$ cat src/rtl/btn_event_decoder.sv
// btn_event_decoder: turns a debounced button level into press/short/long/release/repeat pulses.
// Define BTN_AUTOREPEAT_EN to enable repeat_pulse while the button is held.
module btn_event_decoder #(
  parameter int CLK_FREQ  = 50_000_000,
  parameter int LONG_MS   = 1000,
  parameter int REPEAT_MS = 200
) (
  input  logic clk,
  input  logic reset_n,
  input  logic btn_level,
  output logic press_pulse,
  output logic short_pulse,
  output logic long_pulse,
  output logic release_pulse,
  output logic held,
  output logic repeat_pulse
);
  localparam int TICK_DIV = CLK_FREQ / 1000;
  localparam int PW       = (TICK_DIV > 1) ? $clog2(TICK_DIV) : 1;
  localparam int MAX_MS   = (LONG_MS > REPEAT_MS) ? LONG_MS : REPEAT_MS;
  localparam int CW       = $clog2(MAX_MS + 1);

  if (TICK_DIV < 1) begin : g_err_div
    $error("TICK_DIV must be at least 1");
  end
  if (LONG_MS < 1) begin : g_err_long
    $error("LONG_MS must be at least 1");
  end
`ifdef BTN_AUTOREPEAT_EN
  if (REPEAT_MS < 1) begin : g_err_rep
    $error("REPEAT_MS must be at least 1");
  end
`endif

  typedef enum logic [1:0] {IDLE, PRESSED, HELD} state_t;

  state_t          r_state, w_state_n;
  logic            r_prev;
  logic [PW-1:0]   r_presc, w_presc_n;
  logic [CW-1:0]   r_ms, w_ms_n;
  logic            r_press, r_short, r_long, r_rel, r_held;
  logic            w_press_n, w_short_n, w_long_n, w_rel_n;
  logic            w_rise, w_fall, w_tick;
`ifdef BTN_AUTOREPEAT_EN
  logic            r_rep, w_rep_n;
`endif

  assign w_rise = btn_level & ~r_prev;
  assign w_fall = ~btn_level & r_prev;
  assign w_tick = (r_presc == PW'(TICK_DIV - 1));

  always_comb begin
    w_state_n = r_state;
    w_ms_n    = r_ms;
    w_press_n = 1'b0;
    w_short_n = 1'b0;
    w_long_n  = 1'b0;
    w_rel_n   = 1'b0;
`ifdef BTN_AUTOREPEAT_EN
    w_rep_n   = 1'b0;
`endif
    case (r_state)
      IDLE: if (w_rise) begin
        w_press_n = 1'b1;
        w_ms_n    = '0;
        w_state_n = PRESSED;
      end
      PRESSED: if (w_fall) begin
        w_short_n = 1'b1;
        w_rel_n   = 1'b1;
        w_state_n = IDLE;
      end else if (w_tick) begin
        w_long_n  = (r_ms == CW'(LONG_MS - 1));
        w_ms_n    = w_long_n ? '0 : r_ms + 1'b1;
        w_state_n = w_long_n ? HELD : PRESSED;
      end
      HELD: if (w_fall) begin
        w_rel_n   = 1'b1;
        w_state_n = IDLE;
      end
`ifdef BTN_AUTOREPEAT_EN
      else if (w_tick) begin
        w_rep_n = (r_ms == CW'(REPEAT_MS - 1));
        w_ms_n  = w_rep_n ? '0 : r_ms + 1'b1;
      end
`endif
      default: w_state_n = IDLE;
    endcase
    // prescaler restarts on a press and rests at zero whenever the FSM is idle
    w_presc_n = (w_rise || w_state_n == IDLE || w_tick) ? '0 : r_presc + 1'b1;
  end

  always_ff @(posedge clk or negedge reset_n) begin
    if (!reset_n) begin
      r_state <= IDLE;
      r_prev  <= 1'b0;
      r_presc <= '0;
      r_ms    <= '0;
      r_press <= 1'b0;
      r_short <= 1'b0;
      r_long  <= 1'b0;
      r_rel   <= 1'b0;
      r_held  <= 1'b0;
    end else begin
      r_state <= w_state_n;
      r_prev  <= btn_level;
      r_presc <= w_presc_n;
      r_ms    <= w_ms_n;
      r_press <= w_press_n;
      r_short <= w_short_n;
      r_long  <= w_long_n;
      r_rel   <= w_rel_n;
      r_held  <= (w_state_n == HELD);
    end
  end

`ifdef BTN_AUTOREPEAT_EN
  always_ff @(posedge clk or negedge reset_n) begin
    if (!reset_n) r_rep <= 1'b0;
    else          r_rep <= w_rep_n;
  end
  assign repeat_pulse = r_rep;
`else
  assign repeat_pulse = 1'b0;
`endif

  assign press_pulse   = r_press;
  assign short_pulse   = r_short;
  assign long_pulse    = r_long;
  assign release_pulse = r_rel;
  assign held          = r_held;
endmodule

$ cat config.mk
export PLATFORM = sky130hd
export DESIGN_NAME = btn_event_decoder
export DESIGN_NICKNAME = d
export VERILOG_FILES = /design/src/rtl/btn_event_decoder.sv
export SDC_FILE = /design/constraint.sdc
export NUM_CORES = 1
export LEC_CHECK = 0
export ABC_AREA = 1
export CAP_MARGIN = 20
export CORE_ASPECT_RATIO = 1.75
export CORE_UTILIZATION = 50
export DETAILED_ROUTE_END_ITERATION = 12
export GPL_TIMING_DRIVEN = 0
export PLACE_DENSITY_LB_ADDON = 0.08
export SYNTH_ARGS = -nofsm -noshare
export SYNTH_HDL_FRONTEND = slang
export SYNTH_SLANG_ARGS = --single-unit
$ cat constraint.sdc
create_clock -name clk -period 2 [get_ports clk]
set_clock_uncertainty 0.1 [all_clocks]
set_input_delay 0.2 -clock clk [delete_from_list [all_inputs] [get_ports clk]]
set_output_delay 0.2 -clock clk [all_outputs]
set_load 0.03 [all_outputs]
==> out/summary.json, run 1 <==
{
  "run_status": "completed",
  "worst_path_max_delay_cell": "sky130_fd_sc_hd__dfrtp_1",
  "worstSetupPathType": "reg2reg",
  "synth.lib_cells_used.distinct": 30,
  "rr_endpoint": "r_presc[14]",
  "worst_r2r_startpoint": "r_ms[0]",
  "drt_pre_antenna_iters": 4,
  "reg2reg_setup_slack_ns": 0.08,
  "timing.critical_path.from_type": "register",
  "die_area_um2": 4150,
  "antenna-diode-count": 0,
  "cts_made_buffers": 5,
  "ant_nets": 0,
  "min_from": "btn_level",
  "slew_viol_final": 0,
  "clock-sinks": 34,
  "drt-total-wl_um": 3630,
  "ys_ff_latch": 34,
  "cpMostUsedCell": "sky130_fd_sc_hd__nand2_2",
  "place_worst_setup_slack_ns": -0.147,
  "drive_gt1_share_pct": 32.8,
  "cell_row_count": 29,
  "drt_iter0_drc": 17,
  "finalCritPeriodShare_pct": 95.9,
  "cp_required_ns": 2.12,
  "gpl.final_weighted_congestion": 0.815,
  "ir_worst_vdd_uv": 668,
  "cts_tree": "yes",
  "width_of_the_chip_um": 49.2,
  "gate_family_responsible_for_the_most_delay_along_the_worst_path": "simple AND/OR/NAND/NOR gates",
  "timing.slew.headroom_pct": 50.6,
  "groute.layer.met2.usage_pct": 37.1,
  "holdPathEnd": "r_prev",
  "leakage_nw": 1.04,
  "max-cap-violations": 0,
  "clock_insertion_delay_worst_skew_ns": 0.28,
  "grt-ovfl-total": 0,
  "groute.layer.met1.usage_pct": 20.0,
  "wl_per_cell_um": 12.0,
  "crit_path_cell_trace": "ha_2 -> nand2_2 -> inv_2 -> nand2_2 -> nor2_4 -> nand3_2 -> nand2_2 -> nand3_2 -> nand3_2 -> nand2_2 -> nand2_2 -> nand2_4 -> buf_12 -> buf_16 -> nor2_4",
  "worst_slew_pin_slew_ns": 0.742,
  "cts.root.buffer_cell": "sky130_fd_sc_hd__clkbuf_8",
  "vias_in_the_first_global_route": 1484,
  "htree_levels": 2,
  "hold_path_depth": 1,
  "setup_viol": 0,
  "dp.final_hpwl_um": 2400,
  "timing.critical_path.to_type": "register",
  "fmax_ghz": 0.521,
  "crit_buf_inv": 3,
  "start_util_pct": 53.1,
  "mapped_area_um2": 1950,
  "largest_net_degree_at_the_start_of_global_routing": 35,
  "post-route-worst-setup-slack_ns": 0.0810,
  "syn_avg_cell_area_um2": 8.53,
  "postSynthNetCount": 237,
  "global_route.usage.total_pct": 19.4,
  "yosysSeqAreaShare_pct": 43.7,
  "cts-root-to-sink-buffers": 2,
  "cp.arrival_ns": 2.03,
  "power-per-cell-area_nw_per_um2": 1020,
  "crit_path_max_fanout": 5,
  "report.final.hold_viol_count": 0,
  "worstRegToRegCells": 15,
  "area.growth.synth_to_final_pct": 23.3,
  "fin_util_pct": 65.4,
  "die_height_um": 84.5,
  "grt_setup_unrepaired": "true",
  "ioPinCount": 9,
  "worst_hold_path_type": "in2reg",
  "initial_antenna_violation_count": 0,
  "avgViaCountPerCell": 4.89,
  "nets": 264,
  "drc_errors": 0,
  "critical_path.max_stage_delay_ns": 0.37,
  "synthesis.yosys.warnings": 0,
  "grt_first_pass_wirelength_um": 6220,
  "groute.layer.met3.usage_pct": 3.26,
  "gr-max-usage-layer": "met2",
  "port_buffers": 7,
  "placeableCoreArea_um2": 3660,
  "post-route-min-period_ns": 1.92,
  "num-fill-cells": 304,
  "netlist_instances": 228,
  "clkSlewWorstSetupHoldPaths_ns": 0.07,
  "routed-via-count": 1476
}
==> cell usage after synthesis (all sizes together) <==
master | instances | share of area [%]
ha | 6 | 3.9
o21a | 1 | 0.39
nand4 | 1 | 0.32
buf | 3 | 1.7
nor3 | 8 | 2.3
or2 | 1 | 0.32
a21oi | 5 | 1.3
and3 | 1 | 0.32
o22ai | 1 | 0.32
nand3 | 18 | 5.3
xor2 | 10 | 4.5
dfrtp | 34 | 44
nor3b | 1 | 0.39
o21ai | 5 | 1.3
xnor2 | 4 | 1.8
conb | 1 | 0.19
nand2 | 44 | 10
nor2 | 51 | 15
o41ai | 1 | 0.45
inv | 32 | 6.2
==> worst max path at each step <==
stage	cells after the start	to	from	slack [ns]
after floorplan	15	r_presc[9]	r_ms[0]	0.21
after global placement	1	r_presc[10]	reset_n	-0.11
after detailed placement	11	r_ms[5]	btn_level	-0.15
after CTS	11	r_ms[5]	r_state[1]	0.008
after global routing	10	r_presc[14]	r_presc[0]	-0.03
final	15	r_presc[14]	r_ms[0]	0.08
==> layout by cell type, fill, tap and decap left out, types with 2 or more instances in the layout <==
| master | n |
|---|---|
| sky130_fd_sc_hd__nor2_1 | 31 |
| sky130_fd_sc_hd__dfrtp_1 | 31 |
| sky130_fd_sc_hd__nand2_1 | 27 |
| sky130_fd_sc_hd__inv_1 | 25 |
| sky130_fd_sc_hd__nand2_2 | 16 |
| sky130_fd_sc_hd__nor2_4 | 14 |
| sky130_fd_sc_hd__nand3_1 | 13 |
| sky130_fd_sc_hd__buf_4 | 13 |
| sky130_fd_sc_hd__xor2_1 | 9 |
| sky130_fd_sc_hd__inv_2 | 6 |
| sky130_fd_sc_hd__nor2_2 | 6 |
| sky130_fd_sc_hd__nor3_1 | 6 |
| sky130_fd_sc_hd__clkbuf_8 | 6 |
| sky130_fd_sc_hd__clkdlybuf4s50_1 | 6 |
| sky130_fd_sc_hd__nand3_2 | 4 |
| sky130_fd_sc_hd__xnor2_1 | 4 |
| sky130_fd_sc_hd__o21ai_0 | 3 |
| sky130_fd_sc_hd__a21oi_1 | 3 |
| sky130_fd_sc_hd__ha_4 | 3 |
| sky130_fd_sc_hd__dfrtp_2 | 3 |
| sky130_fd_sc_hd__a21oi_2 | 2 |
| sky130_fd_sc_hd__nor3_2 | 2 |
| sky130_fd_sc_hd__o21ai_1 | 2 |
| sky130_fd_sc_hd__ha_1 | 2 |
==> layout make-up <==
| type | count | area [µm²] | area share, % |
|---|---|---|---|
| repair buffers | 21 | 205 | 8.56 |
| inverters | 32 | 123 | 5.11 |
| multi-input cells | 159 | 1050 | 43.9 |
| clock inverters | 1 | 5.00 | 0.209 |
| well taps | 46 | 57.6 | 2.40 |
| plain buffers | 2 | 15.0 | 0.626 |
| flip-flops and latches | 34 | 855 | 35.6 |
| clock buffers | 7 | 86.3 | 3.60 |
==> power breakdown <==
| part | switching [mW] | internal, mW | leakage (nW) |
|---|---|---|---|
| Clock | 0.239 | 0.278 | 0.0482 |
| Combinational | 0.570 | 0.456 | 0.531 |
| Sequential | 0.107 | 0.808 | 0.457 |
| Total | 0.915 | 1.54 | 1.04 |
==> cells by family after synthesis <==
kind of cell	count (synthesis)	synth area share, %
DFF	34	43.7
AOI/OAI and AO/OA	13	3.73
xor gates and xnor gates	14	6.30
and+or+nand+nor	125	34.3
other	1	0.193
adders and majority gates	6	3.86
buffers and inverters	35	7.85
==> stage by stage <==
stage               std cells  setup TNS, ns  area (µm²)  power [mW]  hold WS (ns)
floorplan                 228              0        1950        1.47        -0.196
detailed placement        281          -1.10        2070        1.63         0.218
global route              302         -0.290        2400        2.64         0.292
finish                    302              0        2400        2.46         0.282
CTS                       297              0        2280        2.37         0.278
global placement          281          -4.39        2070        1.62         0.345
==> flip-flops by register name, summed over array words and instances, names as in the netlist <==
name           count
r_state            2
long_pulse         1
held               1
release_pulse      1
r_ms              10
r_prev             1
press_pulse        1
short_pulse        1
r_presc           16
==> per-layer routing <==
metal | wire length (µm) | up-vias
met5 | 0 | -
met4 | 80 | 0
met3 | 60 | 9
met2 | 2130 | 15
met1 | 1360 | 690
li1 | - | 762
==> repair_timing <==
| action | CTS | global route |
|---|---|---|
| hold buffers | 1 | 0 |
| gates cloned | 1 | 0 |
| setup buffers | 6 | 6 |
| endpoints found under the setup margin | 13 | 22 |
| resized for setup | 10 | 27 |
| hold endpoints to repair | 34 | 0 |
| pin swaps | 3 | 10 |
Note: power is estimated with default switching activity, not from simulation.
==> run 2, diff against run 1 <==
--- a/config.mk
+++ b/config.mk
@@ -15,3 +15,4 @@
 export SYNTH_ARGS = -nofsm -noshare
 export SYNTH_HDL_FRONTEND = slang
 export SYNTH_SLANG_ARGS = --single-unit
+export TNS_END_PERCENT = 50
==> results of run 2 <==
Final layout, timing and power as in run 1 (identical DEF).
==> run 3, diff against run 2 <==
--- a/config.mk
+++ b/config.mk
@@ -8,10 +8,13 @@
 export ABC_AREA = 1
 export CAP_MARGIN = 20
 export CORE_ASPECT_RATIO = 1.75
+export CORE_MARGIN = 10
 export CORE_UTILIZATION = 50
 export DETAILED_ROUTE_END_ITERATION = 12
 export GPL_TIMING_DRIVEN = 0
+export MAX_ROUTING_LAYER = met4
 export PLACE_DENSITY_LB_ADDON = 0.08
+export SKIP_CTS_REPAIR_TIMING = 1
 export SYNTH_ARGS = -nofsm -noshare
 export SYNTH_HDL_FRONTEND = slang
 export SYNTH_SLANG_ARGS = --single-unit
==> run 3 against run 2 <==
Die area is 66% higher. Design area decreased by 1.1%. Flip-flop and latch count unchanged. Largest power group unchanged. Clock power shrank 5.4%.
==> out/summary.json, run 3 (synthesis results as in run 1) <==
{
  "run_status": {"value": "completed", "change": "unchanged"},
  "cpMostUsedCell": {"value": "sky130_fd_sc_hd__nand2_2", "change": "unchanged"},
  "ioPinCount": {"value": 9, "change": "unchanged"},
  "dp.cells": {"value": 283, "change": "was 281"},
  "routed-via-count": {"value": 1467, "change": "was 1,476"},
  "rr_endpoint": {"value": "r_presc[11]", "change": "was r_presc[14]"},
  "cp.arrival": {"value": 1.96, "unit": "ns", "change": "was 2.03 ns"},
  "cts-root-to-sink-buffers": {"value": 2, "change": "unchanged"},
  "worst_hold_path_type": {"value": "in2reg", "change": "unchanged"},
  "gate_family_responsible_for_the_most_delay_along_the_worst_path": {"value": "simple AND/OR/NAND/NOR gates", "change": "unchanged"},
  "setup_viol": {"value": 0, "change": "unchanged"},
  "crit_path_cell_trace": {"value": "ha_2 -> nand2_2 -> inv_2 -> nand2_2 -> nor2_4 -> inv_2 -> nand2_2 -> nand3_1 -> nand2_1 -> nand2_2 -> nand2_2 -> nand2_2 -> nand2_4 -> clkbuf_16 -> nor2_4", "change": "was ha_2 -> nand2_2 -> inv_2 -> nand2_2 -> nor2_4 -> nand3_2 -> nand2_2 -> nand3_2 -> nand3_2 -> nand2_2 -> nand2_2 -> nand2_4 -> buf_12 -> buf_16 -> nor2_4"},
  "clkSlewWorstSetupHoldPaths": {"value": 0.07, "unit": "ns", "change": "about the same"},
  "cts.root.buffer_cell": {"value": "sky130_fd_sc_hd__clkbuf_8", "change": "unchanged"},
  "worst_r2r_startpoint": {"value": "r_ms[0]", "change": "unchanged"},
  "leakage": {"value": 1.04, "unit": "nW", "change": "about the same"},
  "wl_per_cell": {"value": 11.9, "unit": "µm", "change": "was 12.0 µm"},
  "layout.cell_area.non_filler": {"value": 2370, "unit": "µm²", "change": "was 2400 µm²"},
  "initial_antenna_violation_count": {"value": 0, "change": "unchanged"},
  "sequential_cell_area": {"value": 853, "unit": "µm²", "change": "was 855 µm²"},
  "dp.final_hpwl": {"value": 2520, "unit": "µm", "change": "was 2400 µm"},
  "post-route-worst-setup-slack": {"value": 0.106, "unit": "ns", "change": "was 0.0810 ns"},
  "antenna-diode-count": {"value": 0, "change": "unchanged"},
  "power-per-cell-area": {"value": 1010, "unit": "nW/µm²", "change": "was 1020 nW/µm²"},
  "slew_viol_final": {"value": 0, "change": "unchanged"},
  "placed_inst_area": {"value": 2070, "unit": "µm²", "change": "about the same"},
  "drive_gt1_share": {"value": 28.5, "unit": "%", "change": "was 32.8%"},
  "registers.top_by_ff_count": {"value": "r_presc", "change": "unchanged"},
  "worst_slew_pin_slew": {"value": 0.776, "unit": "ns", "change": "was 0.742 ns"},
  "layout.cells.most_common_list": {"value": "sky130_fd_sc_hd__nor2_1, sky130_fd_sc_hd__dfrtp_1, sky130_fd_sc_hd__nand2_1", "change": "unchanged"},
  "cts_made_buffers": {"value": 5, "change": "unchanged"},
  "drt_iter0_drc": {"value": 51, "change": "was 17"},
  "crit_buf_inv": {"value": 3, "change": "unchanged"},
  "start_util": {"value": 50.8, "unit": "%", "change": "was 53.1%"},
  "gpl.final_weighted_congestion": {"value": 0.853, "change": "was 0.815"},
  "die_height": {"value": 103, "unit": "µm", "change": "was 84.5 µm"},
  "ir_worst_vdd": {"value": 680, "unit": "µV", "change": "was 668 µV"},
  "avgViaCountPerCell": {"value": 4.83, "change": "was 4.89"},
  "finalPower": {"value": 2.39, "unit": "mW", "change": "was 2.46 mW"},
  "num-fill-cells": {"value": 340, "change": "was 304"},
  "grt-ovfl-total": {"value": 0, "change": "unchanged"},
  "final_cells": {"value": 304, "change": "was 302"},
  "holdPathEnd": {"value": "r_prev", "change": "unchanged"},
  "clock_insertion_delay_worst_skew": {"value": 0.28, "unit": "ns", "change": "about the same"},
  "finalCritPeriodShare": {"value": 94.7, "unit": "%", "change": "was 95.9%"},
  "global_route.usage.total": {"value": 11.8, "unit": "%", "change": "was 19.4%"},
  "area.growth.synth_to_final": {"value": 21.9, "unit": "%", "change": "was 23.3%"},
  "layout_top_registers": {"value": "r_presc: 16 flops, r_ms: 10 flops, r_state: 2 flops", "change": "unchanged"},
  "cts_tree": {"value": "yes", "change": "unchanged"},
  "hold_path_depth": {"value": 1, "change": "unchanged"},
  "post-route-min-period": {"value": 1.89, "unit": "ns", "change": "was 1.92 ns"},
  "crit_path_max_fanout": {"value": 5, "change": "unchanged"},
  "critical_path.max_stage_delay": {"value": 0.37, "unit": "ns", "change": "about the same"},
  "finalSetupTns": {"value": 0, "unit": "ns", "change": "unchanged"},
  "die_area": {"value": 6880, "unit": "µm²", "change": "was 4150 µm²"},
  "report.final.hold_viol_count": {"value": 0, "change": "unchanged"},
  "vias_in_the_first_global_route": {"value": 1463, "change": "was 1,484"},
  "fmax": {"value": 0.528, "unit": "GHz", "change": "was 0.521 GHz"},
  "nets": {"value": 266, "change": "was 264"},
  "worst_path_max_delay_cell": {"value": "sky130_fd_sc_hd__dfrtp_1", "change": "unchanged"},
  "placeableCoreArea": {"value": 3830, "unit": "µm²", "change": "was 3660 µm²"},
  "timing.critical_path.to_type": {"value": "register", "change": "unchanged"},
  "largest_net_degree_at_the_start_of_global_routing": {"value": 35, "change": "unchanged"},
  "worstSetupPathType": {"value": "reg2reg", "change": "unchanged"},
  "width_of_the_chip": {"value": 67.2, "unit": "µm", "change": "was 49.2 µm"},
  "multi_input_gate_area_in_the_final_layout": {"value": 1010, "unit": "µm²", "change": "was 1050 µm²"},
  "port_buffers": {"value": 7, "change": "unchanged"},
  "grt_first_pass_wirelength": {"value": 6160, "unit": "µm", "change": "was 6220 µm"},
  "cell_row_count": {"value": 30, "change": "was 29"},
  "place_worst_setup_slack": {"value": -0.0869, "unit": "ns", "change": "was -0.147 ns"},
  "reg2reg_setup_slack": {"value": 0.11, "unit": "ns", "change": "was 0.08 ns"},
  "worstRegToRegCells": {"value": 15, "change": "unchanged"},
  "cp_required": {"value": 2.07, "unit": "ns", "change": "was 2.12 ns"},
  "max-cap-violations": {"value": 0, "change": "unchanged"},
  "timing.critical_path.from_type": {"value": "register", "change": "unchanged"},
  "timing.slew.headroom": {"value": 48.3, "unit": "%", "change": "was 50.6%"},
  "drt-total-wl": {"value": 3600, "unit": "µm", "change": "was 3630 µm"},
  "min_from": {"value": "btn_level", "change": "unchanged"},
  "drc_errors": {"value": 0, "change": "unchanged"},
  "drt_pre_antenna_iters": {"value": 4, "change": "unchanged"},
  "clock-sinks": {"value": 34, "change": "unchanged"},
  "htree_levels": {"value": 2, "change": "unchanged"},
  "ant_nets": {"value": 0, "change": "unchanged"},
  "number_of_flip_flops_in_the_largest_register": {"value": 16, "change": "unchanged"}
}
run 3: changes by cell type in the layout (fill, tap and decap cells not counted), moves of 2 or more:
| cell | change |
|---|---|
| sky130_fd_sc_hd__nand2_1 | +4 |
| sky130_fd_sc_hd__a21oi_2 | -2 |
| sky130_fd_sc_hd__nand3_2 | -4 |
| sky130_fd_sc_hd__nand2_2 | -4 |
| sky130_fd_sc_hd__nand3_1 | +4 |
| sky130_fd_sc_hd__a21oi_1 | +2 |
run 3: area by class of cell:
cell class / instances / share of cell area, %
clock buffers: 6 / 3.48
well taps: 48 / 2.53
flip-flops and latches: 34 / 36.0
inverters: 32 / 5.07
repair buffers: 22 / 8.87
plain buffers: 3 / 1.48
multi-input cells: 159 / 42.6
run 3: routing by layer:
| metal | up-vias | track usage (%) | wire length, µm |
|---|---|---|---|
| met2 | 17 | 21.6 | 2070 |
| met4 | 0 | 5.24 | 44 |
| met5 | - | - | 0 |
| met1 | 685 | 11.2 | 1390 |
| met3 | 4 | 3.05 | 92 |
| li1 | 761 | - | - |
run 3: how the worst max path moves through the flow:
stage	startpoint	to	slack (ns)	depth (start not counted)
floorplan	r_ms[0]	r_presc[9]	0.21	15
global placement	reset_n	r_presc[10]	-0.13	1
detailed placement	btn_level	r_ms[3]	-0.09	11
CTS	r_ms[0]	r_presc[11]	-0.09	15
global route	r_ms[1]	r_presc[9]	-0.03	15
finish	r_ms[0]	r_presc[11]	0.11	15
run 3: per-stage QoR:
stage / hold slack [ns] / utilization, %
finish: 0.293 / 61.9
detailed placement: 0.214 / 54.1
CTS: -0.0872 / 56.2
global placement: 0.349 / 54.2
floorplan: -0.196 / -
global route: 0.291 / 61.9
run 3: power by group:
part	internal, mW	leakage (nW)	switching, mW
clock	0.265	0.0431	0.224
combinational	0.453	0.537	0.541
sequential	0.808	0.458	0.100
total	1.53	1.04	0.866
